File: config.mk
export PLATFORM = sky130hd
export DESIGN_NAME = vga_monitor
export DESIGN_NICKNAME = d
export VERILOG_FILES = /design/src/rtl/vga_pkg.sv /design/src/rtl/vga_edge_detect.sv /design/src/rtl/vga_monitor.sv
export SDC_FILE = /design/constraint.sdc
export NUM_CORES = 1
export LEC_CHECK = 0
export BUFFER_PORTS_ARGS = -buffer_cell sky130_fd_sc_hd__buf_4
export CORE_ASPECT_RATIO = 0.5
export CORE_MARGIN = 3
export CORE_UTILIZATION = 35
export CTS_BUF_LIST = sky130_fd_sc_hd__clkbuf_16
export DETAILED_ROUTE_END_ITERATION = 10
export MAX_ROUTING_LAYER = met4
export PLACE_DENSITY = 0.52
export SLEW_MARGIN = 20
export SYNTH_ARGS = -nofsm -noshare
export SYNTH_HDL_FRONTEND = slang
export SYNTH_HIERARCHICAL = 1
export SYNTH_SLANG_ARGS = --single-unit
File: constraint.sdc
create_clock -name clk -period 9.9 [get_ports clk]
set_input_delay 0.99 -clock clk [delete_from_list [all_inputs] [get_ports clk]]
set_output_delay 0.99 -clock clk [all_outputs]
set_load 0.05 [all_outputs]
File: src/rtl/vga_pkg.sv
// Shared VGA 640x480 timing constants, monitor state type and pixel weight helper.
package vga_pkg;

  localparam int H_ACTIVE     = 640;
  localparam int H_TOTAL      = 800;
  localparam int V_ACTIVE     = 480;
  localparam int V_TOTAL      = 525;
  localparam int FRAME_PIXELS = 307200;

  typedef enum logic [1:0] {
    HUNT    = 2'd0,
    MEASURE = 2'd1,
    LOCKED  = 2'd2
  } mon_state_t;

  // r+g+b of one pixel; 10 bits covers 3*255 without loss.
  function automatic logic [9:0] pixel_weight(input logic [7:0] r,
                                              input logic [7:0] g,
                                              input logic [7:0] b);
    return 10'(r) + 10'(g) + 10'(b);
  endfunction

endpackage

File: src/rtl/vga_edge_detect.sv
// Registers one sync input and flags its falling edge (registered previous 1, current 0).
module vga_edge_detect (
  input  logic clk,
  input  logic rst,
  input  logic sig,
  output logic fall
);

  logic cur_reg;
  logic prev_reg;

  always_ff @(posedge clk or negedge rst) begin
    if (!rst) begin
      cur_reg  <= 1'b0;
      prev_reg <= 1'b0;
    end else begin
      cur_reg  <= sig;
      prev_reg <= cur_reg;
    end
  end

  assign fall = prev_reg & ~cur_reg;

endmodule

File: src/rtl/vga_monitor.sv
// VGA timing monitor: checks sync timing, tracks frame lock and republishes active
// pixels with coordinates and a per-frame colour checksum.
module vga_monitor
  import vga_pkg::*;
#(
  parameter int LINE_CYCLES   = vga_pkg::H_TOTAL,
  parameter int FRAME_LINES   = vga_pkg::V_TOTAL,
  parameter int ACTIVE_PIXELS = vga_pkg::FRAME_PIXELS
) (
  input  logic        clk,
  input  logic        rst,
  input  logic        hsync,
  input  logic        vsync,
  input  logic        blank,
  input  logic [7:0]  vga_r,
  input  logic [7:0]  vga_g,
  input  logic [7:0]  vga_b,
  output logic        locked,
  output logic        pixel_valid,
  output logic [9:0]  pixelx,
  output logic [9:0]  pixely,
  output logic [7:0]  pix_r,
  output logic [7:0]  pix_g,
  output logic [7:0]  pix_b,
  output logic        frame_done,
  output logic [15:0] frame_sum,
  output logic        timing_err
);

  localparam logic [9:0]  HCNT_GOOD   = 10'(LINE_CYCLES - 1);
  localparam logic [9:0]  VCNT_GOOD   = 10'(FRAME_LINES);
  localparam logic [18:0] ACTIVE_GOOD = 19'(ACTIVE_PIXELS);
  localparam logic [9:0]  CNT10_MAX   = '1;
  localparam logic [18:0] ACTIVE_MAX  = '1;

  logic [1:0]  sync_in;
  logic [1:0]  sync_fall;
  logic        hfall;
  logic        vfall;

  logic        blank_reg;
  logic [7:0]  r_reg;
  logic [7:0]  g_reg;
  logic [7:0]  b_reg;

  logic [9:0]  hcnt_reg;
  logic [9:0]  vcnt_reg;
  logic [18:0] active_cnt_reg;
  logic [15:0] sum_reg;
  logic [9:0]  x_reg;
  logic [9:0]  y_reg;
  logic        line_active_reg;

  mon_state_t  state_reg;
  logic [9:0]  weight;
  logic        line_bad;
  logic        frame_bad;
  logic        check_err;
  logic        lock_next;

  assign sync_in = {vsync, hsync};

  for (genvar gi = 0; gi < 2; gi++) begin : g_sync
    vga_edge_detect u_edge (
      .clk  (clk),
      .rst  (rst),
      .sig  (sync_in[gi]),
      .fall (sync_fall[gi])
    );
  end

  assign hfall = sync_fall[0];
  assign vfall = sync_fall[1];

  always_ff @(posedge clk or negedge rst) begin
    if (!rst) begin
      blank_reg <= 1'b0;
      r_reg     <= 8'd0;
      g_reg     <= 8'd0;
      b_reg     <= 8'd0;
    end else begin
      blank_reg <= blank;
      r_reg     <= vga_r;
      g_reg     <= vga_g;
      b_reg     <= vga_b;
    end
  end

  assign weight = pixel_weight(r_reg, g_reg, b_reg);

  // Frame counters restart at a vsync fall; an hsync fall or pixel in that same
  // cycle already belongs to the new frame.
  always_ff @(posedge clk or negedge rst) begin
    if (!rst) begin
      hcnt_reg        <= 10'd0;
      vcnt_reg        <= 10'd0;
      active_cnt_reg  <= 19'd0;
      sum_reg         <= 16'd0;
      x_reg           <= 10'd0;
      y_reg           <= 10'd0;
      line_active_reg <= 1'b0;
    end else begin
      if (hfall) begin
        hcnt_reg <= 10'd0;
      end else if (hcnt_reg != CNT10_MAX) begin
        hcnt_reg <= hcnt_reg + 10'd1;
      end

      if (vfall) begin
        vcnt_reg <= {9'd0, hfall};
      end else if (hfall && vcnt_reg != CNT10_MAX) begin
        vcnt_reg <= vcnt_reg + 10'd1;
      end

      if (vfall) begin
        active_cnt_reg <= {18'd0, blank_reg};
        sum_reg        <= blank_reg ? 16'(weight) : 16'd0;
      end else if (blank_reg) begin
        if (active_cnt_reg != ACTIVE_MAX) begin
          active_cnt_reg <= active_cnt_reg + 19'd1;
        end
        sum_reg <= sum_reg + 16'(weight);
      end

      if (hfall) begin
        x_reg <= 10'd0;
      end else if (blank_reg) begin
        x_reg <= x_reg + 10'd1;
      end

      if (hfall) begin
        line_active_reg <= 1'b0;
      end else if (blank_reg) begin
        line_active_reg <= 1'b1;
      end

      // Blank lines (porches, sync) leave the row number alone.
      if (vfall) begin
        y_reg <= 10'd0;
      end else if (hfall && line_active_reg) begin
        y_reg <= y_reg + 10'd1;
      end
    end
  end

  assign line_bad  = hfall && (hcnt_reg != HCNT_GOOD);
  assign frame_bad = vfall && ((vcnt_reg != VCNT_GOOD) || (active_cnt_reg != ACTIVE_GOOD));
  assign check_err = (state_reg != HUNT) && (line_bad || frame_bad);
  assign lock_next = !check_err &&
                     ((state_reg == LOCKED) || ((state_reg == MEASURE) && vfall));

  always_ff @(posedge clk or negedge rst) begin
    if (!rst) begin
      state_reg  <= HUNT;
      locked     <= 1'b0;
      frame_done <= 1'b0;
      timing_err <= 1'b0;
      frame_sum  <= 16'd0;
    end else begin
      frame_done <= 1'b0;
      timing_err <= 1'b0;
      locked     <= lock_next;
      case (state_reg)
        HUNT: begin
          if (vfall) begin
            state_reg <= MEASURE;
          end
        end
        MEASURE, LOCKED: begin
          if (check_err) begin
            state_reg  <= HUNT;
            timing_err <= 1'b1;
          end else if (vfall) begin
            state_reg  <= LOCKED;
            frame_done <= 1'b1;
            frame_sum  <= sum_reg;
          end
        end
        default: state_reg <= HUNT;
      endcase
    end
  end

  // Second pipeline stage: pixel data aligned with the lock decision for its sample.
  always_ff @(posedge clk or negedge rst) begin
    if (!rst) begin
      pixel_valid <= 1'b0;
      pixelx      <= 10'd0;
      pixely      <= 10'd0;
      pix_r       <= 8'd0;
      pix_g       <= 8'd0;
      pix_b       <= 8'd0;
    end else begin
      pixel_valid <= lock_next && blank_reg;
      pixelx      <= x_reg;
      pixely      <= y_reg;
      pix_r       <= r_reg;
      pix_g       <= g_reg;
      pix_b       <= b_reg;
    end
  end

endmodule
---- Word-level counts from Yosys, hierarchy flattened ----
Index checks and enable logic that the tools add are counted.
storage, ports and cells
  register bits ........................... 171
  input bits .............................. 29
  output and inout port bits .............. 64
  word-level logic and storage cells ...... 98
operators by class
  add/sub/neg operators ................... 8
  equality and inequality tests ........... 10
  mux-type cells .......................... 25
  bitwise operators ....................... 5
  reduce and logical (&&, ||, !) cells .... 24
operator list
  cell                                                                   count
  10-bit 2-to-1 mux                                                      9
  19-bit 2-to-1 mux                                                      3
  10-bit by 1-bit adder with 10-bit output, second input constant        4
  10-bit inequality test, second input constant                          4
  19-bit inequality test, second input constant                          2
  16-bit 2-to-1 mux                                                      2
  19-bit by 1-bit adder with 19-bit output, second input constant        1
  16-bit by 10-bit adder with 16-bit output                              1
  2-bit nonzero test                                                     7
  9-bit by 8-bit adder with 10-bit output                                1
  8-bit by 8-bit adder with 9-bit output                                 1
  1-bit logical AND                                                      8
  1-bit 2-to-1 mux                                                       7
  2-bit 2-to-1 mux                                                       3
  2-bit one-hot mux with 2 select lines                                  1
  2-bit AND reduction                                                    2
  1-bit logical OR                                                       3
  3-bit inequality test, second input constant                           1
  1-bit inverter                                                         3
  3-bit AND reduction                                                    1
  1-bit AND                                                              2
  2-bit by 1-bit equality test with 1-bit output, second input constant  1
  2-bit equality test, second input constant                             1
  2-bit zero test                                                        1
  3 further kinds                                                        3

---- Depth between registers and ports, before layout ----
  depth in word-level cells ............... 8
  mapped depth ............................ 19
  gate-level depth less buffers ........... 19

---- Hierarchy ----
Netlist, hierarchy kept.
modules (own cells, without submodules)
  module           instances  cells an instance  area an instance (um^2)  seq. area each (um^2)
  vga_monitor      1          624                7397.1                   4179.0
  vga_edge_detect  2          3                  63.8                     50.0

---- Worst setup path after synthesis ----
No wires, ideal clock.
  kind .................................... register -> register
  start ................................... register r_reg[1]
  end ..................................... register sum_reg[14]
  library setup time ...................... 0.125 ns
  data arrival time ....................... 3.354 ns
  data required time ...................... 9.775 ns
  setup slack ............................. 6.421 ns
  stages on the path, launching flop included .. 18
  path buffers ............................ 0
  period minus slack after synthesis ...... 3.479 ns
  cell sequence ........................... dfrtp_1 -> inv_1 -> fa_1 -> inv_1 -> ha_1 -> inv_1 -> fa_1 -> nor2b_1 -> o31a_1 -> o21a_1 -> o21a_1 -> o21ai_0 -> inv_1 -> ha_1 -> nand4_1 -> o21ai_0 -> nand3_1 -> mux2_2
between the ends
  longest elaborated chain between the ends .. 5
ends and longest elaborated chain
  element                                    line                source
  start, declared                            vga_monitor.sv:42   logic [7:0] r_reg;
  start signal, assigned                     vga_monitor.sv:83   r_reg <= vga_r;
  8-bit by 8-bit adder with 9-bit output     vga_pkg.sv:20       return 10'(r) + 10'(g) + 10'(b);
  9-bit by 8-bit adder with 10-bit output    vga_pkg.sv:20
  16-bit by 10-bit adder with 16-bit output  vga_monitor.sv:122  sum_reg <= sum_reg + 16'(weight);
  16-bit 2-to-1 mux                          vga_monitor.sv:118  end else if (blank_reg) begin
  16-bit 2-to-1 mux                          vga_monitor.sv:115  if (vfall) begin
  end signal, assigned                       vga_monitor.sv:117  sum_reg <= blank_reg ? 16'(weight) : 16'd0;
  end signal, assigned                       vga_monitor.sv:122
  end, declared                              vga_monitor.sv:49   logic [15:0] sum_reg;
No other way between the ends. The select of a mux whose other input is x is not followed.
A chain may end at the register's enable or synchronous reset.

---- Worst setup path in the final report ----
  start ................................... register r_reg[1]
  end ..................................... register sum_reg[15]
The elaborated chain is that of the path after synthesis.

==> results_dict.tcl <==
set metrics [dict create \
    antenna_found_initial 0 \
    placement.io_buffers 92 \
    core_sq_mm 0.0208 \
    syn_inst 630 \
    worstSetupEndpointType "flip-flop" \
    globalplace.congestion 0.818 \
    setup_ws_ps 5990 \
    hold_path_startpoint "g_reg[1]" \
    crit_top_cell "inv_1" \
    reg2reg_setup_slack_ps 5990 \
    arrival_ps 4190 \
    slew_violations 0 \
    drtIter0Drc 248 \
    start_kind "flip-flop" \
    die_w_microns 213 \
    diodes 0 \
    r2r_start "r_reg[1]" \
    wire_per_inst_microns 15.1 \
    cap_violations 0 \
    syn-cell-area_sq_mm 0.00752 \
    crit_path_max_fanout 6 \
    initial_utilization_pct 36.1 \
    ant_nets 0 \
    drive_above_1_share_pct 20.7 \
    top_layer_used "met4" \
    clock-skew-final_ps 8.78 \
    gr-total-overflow 0 \
    layout_commonest_cell "dfrtp_1" \
    worstReg2RegEnd "sum_reg[15]" \
    cts_resized 0 \
    synth_nets 699 \
    clk-insertion-delay-late_ps 430 \
    leakagePower_nw 4.30 \
    rows 37 \
    vias_per_cell 4.85 \
    synth_seq_cells 171 \
    largest_register_ffs 19 \
    dp_hpwl_microns 10400 \
    clock_path_buffers 2 \
    slowest_delay_ps 520 \
    reg2reg_depth 18 \
    ys_warn_count 6 \
    wl_microns 15300 \
    syn_avg_cell_area_sq_um 11.9 \
    power_density_mw_per_mm2 244 \
    hold_path.class "reg -> reg" \
    grt_pass1_vias 4774 \
    ir_drop_uv 155 \
    layout_common_cells "dfrtp_1 (171), buf_4 (95), nor2_1 (73), nand3_1 (37), xor2_1 (31)" \
    first_pass_iters 5 \
    cp_top_family "compound AO/OA/AOI/OAI gates" \
    setup_tns_ps 0 \
    die_h_microns 110 \
    cts_tree "yes" \
    synth_flop_cell "dfrtp_1" \
    fp.dieArea_sq_mm 0.0234 \
    synth-edff-count 0 \
    crit_buf_inv 4 \
    cp_cell_sequence "inv_1 > fa_1 > inv_1 > ha_1 > inv_1 > fa_1 > nor2b_1 > o31a_1 > o21a_1 > o21a_1 > o21ai_0 > inv_1 > ha_1 > a21o_1 > o21ai_0 > a21oi_1 > xnor2_1 > nor2_1" \
    setup_viol 0 \
    grt_max_degree 64 \
    nNetsFinal 797 \
    cts_sinks 171 \
    wl_met1_microns 7900 \
    cts_hold_buf 0 \
    min_period_over_period_pct 39.5 \
    cts_root_buf "clkbuf_16" \
    max_freq_ghz 0.256 \
    yosysSeqAreaShare_pct 56.9 \
    clk_pin_slew_ps 70 \
    dr_wl_met2_microns 6560 \
    outcome "complete, no violations" \
    cp_slowest_cell "fa_1" \
    dr_total_vias 4915 \
    required_ps 10190 \
    grt_setup_unrepaired "no" \
    period_minus_slack_ps 3910 \
    critPathKind "reg -> reg" \
    met3_wirelength_microns 589 \
    tightest_slew_ps 781 \
    grt_pass1_wl_microns 24800 \
    holdPathStages 0 \
    hold_viol 0 \
    async_flop_share_pct 100 \
    ys_types 58 \
    fill_cells 1924 \
    drc 0 \
    holdPathEnd "pix_g[1]" \
    dp_slack_ps 6010 \
    grtUsageTotal_pct 14.0 \
    h-tree-depth 4 \
    boundaryPins 93 \
    slew_headroom_pct 48.0 \
    post_cts_buffers 0 \
    cts_made_buffers 17 \
    synthToLayoutAreaGrowth_pct 21.1 \
]
[routing by layer]
layer	up-vias	GRT usage, %
met4	0	4.66
met2	96	19.5
met3	23	3.48
met5	-	-
met1	2393	20.0
li1	2403	-
[synth_stat cells, types with 2 or more instances]
library cell / number / share of area (%)
o31a_1: 2 / 0.23
ha_1: 30 / 5.0
and4_1: 9 / 1.0
o211ai_1: 3 / 0.30
nor4bb_1: 3 / 0.40
nand3_1: 37 / 2.5
dfrtp_1: 171 / 57
nand3b_1: 3 / 0.30
fa_1: 10 / 2.7
a21oi_1: 23 / 1.5
xor2_1: 31 / 3.6
nand4_1: 18 / 1.5
nor2b_1: 3 / 0.25
mux2_4: 9 / 1.8
nor3_1: 10 / 0.67
mux2i_1: 8 / 1.1
o21a_1: 6 / 0.60
a21o_1: 8 / 0.80
o21ai_0: 13 / 0.86
clkbuf_1: 13 / 0.65
o22ai_1: 2 / 0.17
or2_2: 2 / 0.17
xnor2_1: 27 / 3.1
nand2_1: 26 / 1.3
mux2_2: 9 / 1.3
a211oi_1: 5 / 0.50
nor4_1: 3 / 0.25
a31oi_1: 5 / 0.42
and3_1: 12 / 1.0
inv_1: 22 / 1.1
nor2b_4: 2 / 0.37
nor2_1: 73 / 3.6
and2_1: 5 / 0.42
buf_1: 2 / 0.10
or4_1: 2 / 0.20
[logic make-up (layout without fill, tap and decap cells)]
family / after synthesis / count (layout) / share of synthesized area (%)
multiplexers: 26 / 26 / 4.21
buffers and inverters: 40 / 150 / 2.26
AND/OR/NAND/NOR: 215 / 215 / 15.0
adder cells (fa/ha/maj): 40 / 40 / 7.65
XOR/XNOR: 58 / 58 / 6.75
flip-flops: 171 / 171 / 56.9
AO/OA/AOI/OAI: 80 / 80 / 7.23
[final cells by class]
class | count | area, sq um | area share (%)
Clock buffer | 17 | 425 | 4.67
Clock inverter | 14 | 180 | 1.98
Inverter | 23 | 86.3 | 0.947
Multi-Input combinational cell | 419 | 3080 | 33.7
Sequential cell | 171 | 4280 | 47.0
Tap cell | 273 | 342 | 3.75
Timing Repair Buffer | 96 | 724 | 7.95
[metrics by stage]
stage / hold slack [ps] / util (%) / cells / total power [mW] / area, sq um
after global placement: 358 / 40.8 / 982 / 1.55 / 8510
after detailed placement: 361 / 40.8 / 982 / 1.55 / 8510
after global routing: 377 / 43.7 / 1013 / 2.36 / 9110
after floorplan: 354 / - / 630 / 1.37 / 7520
after CTS: 367 / 43.7 / 1013 / 2.25 / 9110
final: 369 / 43.7 / 1013 / 2.23 / 9110
[report_power, final]
group          leakage (nW)  switching [mW]  internal [mW]
Clock                 0.291           0.271          0.417
Sequential             2.20          0.0775          0.789
Combinational          1.80           0.399          0.272
Total                  4.30           0.748           1.48
[worst reg2reg max path, cell delays in order, from the launching register on]
cell and delay (ps):
dfrtp_1 340, inv_1 60, fa_1 520, inv_1 40, ha_1 210, inv_1 80, fa_1 210, nor2b_1 70
o31a_1 250, o21a_1 190, o21a_1 200, o21ai_0 310, inv_1 90, ha_1 370, a21o_1 180, o21ai_0 310
a21oi_1 140, xnor2_1 150, nor2_1 50
[worst max path at each step]
stage	start	endpoint	slack, ps	cells past startpoint
floorplan	r_reg[1]	sum_reg[14]	6420	17
global placement	r_reg[1]	sum_reg[15]	6110	18
detailed placement	r_reg[1]	sum_reg[14]	6010	17
CTS	r_reg[1]	sum_reg[15]	5980	18
global route	r_reg[1]	sum_reg[15]	5680	19
finish	r_reg[1]	sum_reg[15]	5990	18
Power figures use the tool's default switching activity.
